--- src/rtl/iomem_nibble_bridge.sv ---
// iomem_nibble_bridge: narrows the picosoc 32-bit iomem bus onto a framed 4-bit serial bus
module iomem_nibble_bridge #(
  parameter int HALF = 2,
  parameter int ADDR_NIBBLES = 6,
  parameter int TIMEOUT = 255
) (
  input  logic        clk,
  input  logic        reset,
  input  logic        iomem_valid,
  output logic        iomem_ready,
  input  logic [3:0]  iomem_wstrb,
  input  logic [31:0] iomem_addr,
  input  logic [31:0] iomem_wdata,
  output logic [31:0] iomem_rdata,
  output logic        xb_clk,
  output logic        xb_csb,
  output logic [3:0]  xb_do,
  input  logic [3:0]  xb_di,
  input  logic        xb_rdy,
  output logic        xb_timeout
);
  localparam int P = 2 * HALF;
  localparam int PW = $clog2(P);
  localparam int AW = 4 * ADDR_NIBBLES;
  localparam int CM = TIMEOUT > 8 ? (TIMEOUT > ADDR_NIBBLES ? TIMEOUT : ADDR_NIBBLES) : (ADDR_NIBBLES > 8 ? ADDR_NIBBLES : 8);
  localparam int CW = $clog2(CM);
  localparam logic [PW-1:0] PH_LAST = PW'(P - 1);
  localparam logic [PW-1:0] PH_HALF = PW'(HALF);
  localparam logic [CW-1:0] A_LAST = CW'(ADDR_NIBBLES - 1);
  localparam logic [CW-1:0] T_LAST = CW'(TIMEOUT - 1);
  localparam logic [CW-1:0] D_LAST = CW'(7);
  typedef enum logic [2:0] {IDLE, CMD, ADDR, WDATA, WAIT, RDATA, DONE, GAP} state_t;
  state_t state, state_n;
  logic [PW-1:0] ph;
  logic [CW-1:0] cnt;
  logic [3:0] wstrb;
  logic [31:0] addr_sh, wdata_sh;
  logic [27:0] rsh;
  logic pend, wr, last, framing;
  assign pend = ph == PH_LAST;
  assign wr = |wstrb;
  assign last = cnt == (state == ADDR ? A_LAST : state == WAIT ? T_LAST : D_LAST);
  always_ff @(posedge clk) begin
    if (reset) begin
      state <= IDLE;
      ph <= '0;
      cnt <= '0;
      wstrb <= '0;
      addr_sh <= '0;
      wdata_sh <= '0;
      rsh <= '0;
      iomem_rdata <= '0;
      xb_timeout <= 1'b0;
    end else begin
      state <= state_n;
      ph <= (state == IDLE || state == DONE || pend) ? '0 : ph + 1'b1;
      cnt <= state_n != state ? '0 : pend ? cnt + 1'b1 : cnt;
      if (state == IDLE && iomem_valid) begin
        wstrb <= iomem_wstrb;
        addr_sh <= iomem_addr << (32 - AW);
        wdata_sh <= iomem_wdata;
      end
      if (pend && state == ADDR) addr_sh <= addr_sh << 4;
      if (pend && state == WDATA) wdata_sh <= wdata_sh << 4;
      if (pend && state == RDATA) rsh <= {rsh[23:0], xb_di};
      if (pend && state == RDATA && last) iomem_rdata <= {rsh, xb_di};
      if (pend && state == WAIT && !xb_rdy && last) begin
        iomem_rdata <= '1;
        xb_timeout <= 1'b1;
      end
    end
  end
  always_comb begin
    state_n = state;
    case (state)
      IDLE:    state_n = iomem_valid ? CMD : IDLE;
      CMD:     state_n = pend ? ADDR : CMD;
      ADDR:    state_n = pend && last ? (wr ? WDATA : WAIT) : ADDR;
      WDATA:   state_n = pend && last ? WAIT : WDATA;
      WAIT:    state_n = !pend ? WAIT : xb_rdy ? (wr ? DONE : RDATA) : last ? DONE : WAIT;
      RDATA:   state_n = pend && last ? DONE : RDATA;
      DONE:    state_n = GAP;
      GAP:     state_n = pend ? IDLE : GAP;
      default: state_n = IDLE;
    endcase
  end
  always_comb begin
    framing = state inside {CMD, ADDR, WDATA, WAIT, RDATA};
    iomem_ready = state == DONE;
    xb_csb = !framing;
    xb_clk = framing && ph >= PH_HALF;
    xb_do = state == CMD ? wstrb : state == ADDR ? addr_sh[31:28] : state == WDATA ? wdata_sh[31:28] : 4'h0;
  end
endmodule

--- config.mk ---
export PLATFORM = sky130hd
export DESIGN_NAME = iomem_nibble_bridge
export DESIGN_NICKNAME = d
export VERILOG_FILES = /design/src/rtl/iomem_nibble_bridge.sv
export SDC_FILE = /design/constraint.sdc
export NUM_CORES = 1
export LEC_CHECK = 0
export BUFFER_PORTS_ARGS = -buffer_cell sky130_fd_sc_hd__buf_2
export CAP_MARGIN = 20
export CORE_MARGIN = 8
export CORE_UTILIZATION = 51
export CTS_BUF_LIST = sky130_fd_sc_hd__clkbuf_4
export DETAILED_ROUTE_END_ITERATION = 7
export PLACE_DENSITY_LB_ADDON = 0.25
export SLEW_MARGIN = 10
export SYNTH_ARGS = -nofsm -noshare
export SYNTH_HDL_FRONTEND = slang
export SYNTH_SLANG_ARGS = --single-unit
--- constraint.sdc ---
create_clock -name clk -period 1.8 [get_ports clk]
set_input_delay 0.27 -clock clk [delete_from_list [all_inputs] [get_ports clk]]
set_output_delay 0.27 -clock clk [all_outputs]
set_load 0.1 [all_outputs]
==> key figures <==
Detailed routing
  – WL met3: 1111 um
  – Drt total wl: 16890 um
  – WL per Instance: 17.53 um
  – Met1 WL: 6836 um
  – Routed vias: 5438
  – Vias per Instance: 5.647
  – Residual DRC: 0
  – TritonRoute pass-1 iters: 6
  – Antenna viol nets, final: 0
  – DR WL met2: 8588 um
  – Max layer used: met4
  – Iter 0 DRT Violations: 325

Yosys
  – Synthesis Warnings: 0
  – Gate Count Post-Synth: 633
  – Number of enable flip-flop cells after synthesis: 0
  – Synth Area in Adders: 0.6485%
  – Cell variety after synth: 54
  – Register area share after synthesis: 46.35%
  – Main combinational cell family by area after synthesis: compound AO/OA/AOI/OAI gates
  – Simple-Gate Fraction of Synth Area: 16.19%
  – Post-synthesis mux area share: 13.19%
  – Most used DFF post-synth: dfxtp_1
  – Syn Nets: 712
  – Synthesized flop and latch total: 134
  – Post-Synth XOR/XNOR Area: 1.211%
  – Post-synthesis compound-gate area fraction: 17.38%
  – Syn avg cell area: 9.144 um^2
  – Post-synth ARST share: 0%
  – Mapped cell area: 5788 um^2

Pwr
  – VDD IR-drop max: 0.5434 mV
  – Final total power: 0.005901 W
  – Leakage: 3.480 nW
  – Power density cells: 722.1 nW/um^2

STA
  – Max-slew violation count: 0
  – Unrepaired setup endpoints after global routing: yes
  – Total negative slack: -8.768 ns
  – Final Cycle Share: 113.7%
  – # setup viols final: 55
  – Clk_skew: 0.01832 ns
  – Final worst setup slack: -0.2469 ns
  – Slew HR: 66.68%
  – Final hold violations: 0
  – Worst-margin pin slew: 0.4987 ns
  – Final min period: 2.047 ns
  – Fmax: 0.4885 GHz

Cells and area
  – Antenna cells: 0
  – Syn-to-layout area delta: 41.18%
  – Fin area: 8172 um^2
  – Commonest non-fill, non-tap cell in the layout: dfxtp_1
  – Commonest non-fill, non-tap cells in the layout: dfxtp_1 (131), buf_2 (99), nand2_1 (94)
  – Share of layout cells above drive strength 1: 35.61%
  – Layout net count: 886
  – Post-route insts no fill: 963

Flow run
  – Max-cap violations: 0

GRT
  – Grt total ovfl: 0
  – Largest net degree at the start of global routing: 106
  – Initial antenna violation count: 0
  – First-pass GRT wire length: 26090 um
  – GRT Total Usage: 21.83%
  – Via count of the first global-routing pass: 5407

Clocking
  – TritonCTS sink count: 134
  – Clk root buf: clkbuf_4
  – Cts bufs inserted: 17
  – Worst skew pair latency: 0.56 ns
  – H-tree depth: 4
  – CTS tree: built
  – Reg clk slew, reported paths: 0.12 ns
  – Clk buf depth: 2

Hold path
  – Worst hold path depth: 3
  – Hold Crit Class: input pin to register
  – Sink of the worst hold path: wdata_sh[16]
  – HP Start: iomem_wdata[16]

Worst setup path
  – Setup crit start kind: register
  – Buf/Inv on CP: 3
  – Setup crit end kind: register
  – Reg2reg path depth: 8
  – Worst R2R Start: state[1]
  – Critical R2R Capture: iomem_rdata[28]
  – Critical path's slowest cell: dfxtp_2
  – Most frequent cell on the critical path: buf_4
  – CP top delay family: simple AND/OR/NAND/NOR gates
  – Critical path's largest stage delay: 0.35 ns
  – Crit-path cells: buf_4, nor3b_4, and3b_2, o211ai_4, buf_4, buf_6, mux2i_1, a21oi_1
  – Internal reg-to-reg setup slack: -0.25 ns
  – CP max FO: 5
  – Worst path arrival time: 2.48 ns
  – Critical Path RT: 2.23 ns
  – Setup CP Type: register to register

Die
  – Row cnt: 39
  – Die footprint: 15010 um^2
  – Starting Density: 51.57%
  – Die width: 122.5 um
  – Top Ports: 116
  – Core Area: 11220 um^2
  – Die Span Y: 122.5 um

Outcome
  – Failing checks: negative setup slack
  – Status: complete, but fails checks

Place
  – Placer Congestion: 0.8120
  – Buffers on Ports: 107
  – Area after DPL: 6848 um^2
  – Worst slack at placement: -0.1134 ns
  – Placed Cells: 877
  – Dpl hpwl: 10040 um
through the flow:
stage	hold slack, ns	utilization [%]
4_1_cts	0.0003070	69.36
2_1_floorplan	0.4060	-
3_5_place_dp	0.4368	61.01
6_report	0.04936	72.81
5_1_grt	0.009640	72.81
3_3_place_gp	0.4301	61.01
Yosys cell counts, drive strengths merged, types with 5 or more instances:
master	instances	share of area [%]
a211oi	49	6.6
a21oi	68	5.9
buf	24	2.8
clkbuf	28	1.8
dfxtp	134	46
inv	6	0.39
mux2i	75	13
nand2	94	6.1
nor2	71	4.6
nor3	7	0.69
nor4	7	0.76
o211ai	5	0.89
o21ai	6	0.52
o221a	10	1.9
per-layer routing:
layer / up-vias / global-route usage, %
li1: 2596 / -
met1: 2615 / 24.86
met2: 197 / 38.06
met3: 30 / 5.336
met4: 0 / 9.749
met5: - / 0
where the power goes:
group          switching [W]  internal (W)  total [W]  leakage, nW
logic               0.000332      0.000344   0.000676         2.22
clock network        0.00113      0.000988    0.00212        0.164
registers          0.0000561       0.00305    0.00311         1.09
total                0.00152       0.00438    0.00590         3.48
how the worst max path moves through the flow:
stage | start | end | depth (start not counted)
floorplan | state[2] | xb_clk | 4
global placement | state[1] | cnt[0] | 5
detailed placement | state[2] | cnt[7] | 6
CTS | state[0] | xb_do[0] | 6
global route | state[2] | iomem_rdata[11] | 8
finish | state[1] | iomem_rdata[28] | 8
worst min-delay path: stages:
cell      delay (ns)
buf_2           0.09
mux2i_1         0.12
a211oi_1        0.08
registers in the layout (all words and copies together), names as in the netlist:
signal,flops
rsh,28
wstrb,4
iomem_rdata,32
state,3
ph,2
xb_timeout,1
cnt,8
wdata_sh,32
addr_sh,24
layout make-up:
class | instances | area [um^2]
well taps | 143 | 178.9
multi-input cells | 441 | 3186
fillers | 790 | 3052
flip-flops and latches | 134 | 2691
clock buffers | 19 | 142.6
clock inverters | 13 | 156.4
repair buffers | 207 | 1789
inverters | 6 | 27.53
logic make-up (layout without fill, tap and decap cells):
kind of cell	Yosys count	after routing
and+or+nand+nor	207	207
AOI/OAI and AO/OA	148	148
DFF	134	134
muxes	75	75
buffers and inverters	58	245
xor gates and xnor gates	8	8
adders and majority gates	3	3
what timing repair did:
action                                  CTS  global route
gates resized for setup                  44            58
hold buffers                             16             0
cloned                                    6             6
pin swaps                                19            37
setup buffers                            18            15
endpoints found under the setup margin   39            87
hold endpoints to repair                 19             0
(Power assumes the default switching activity.)
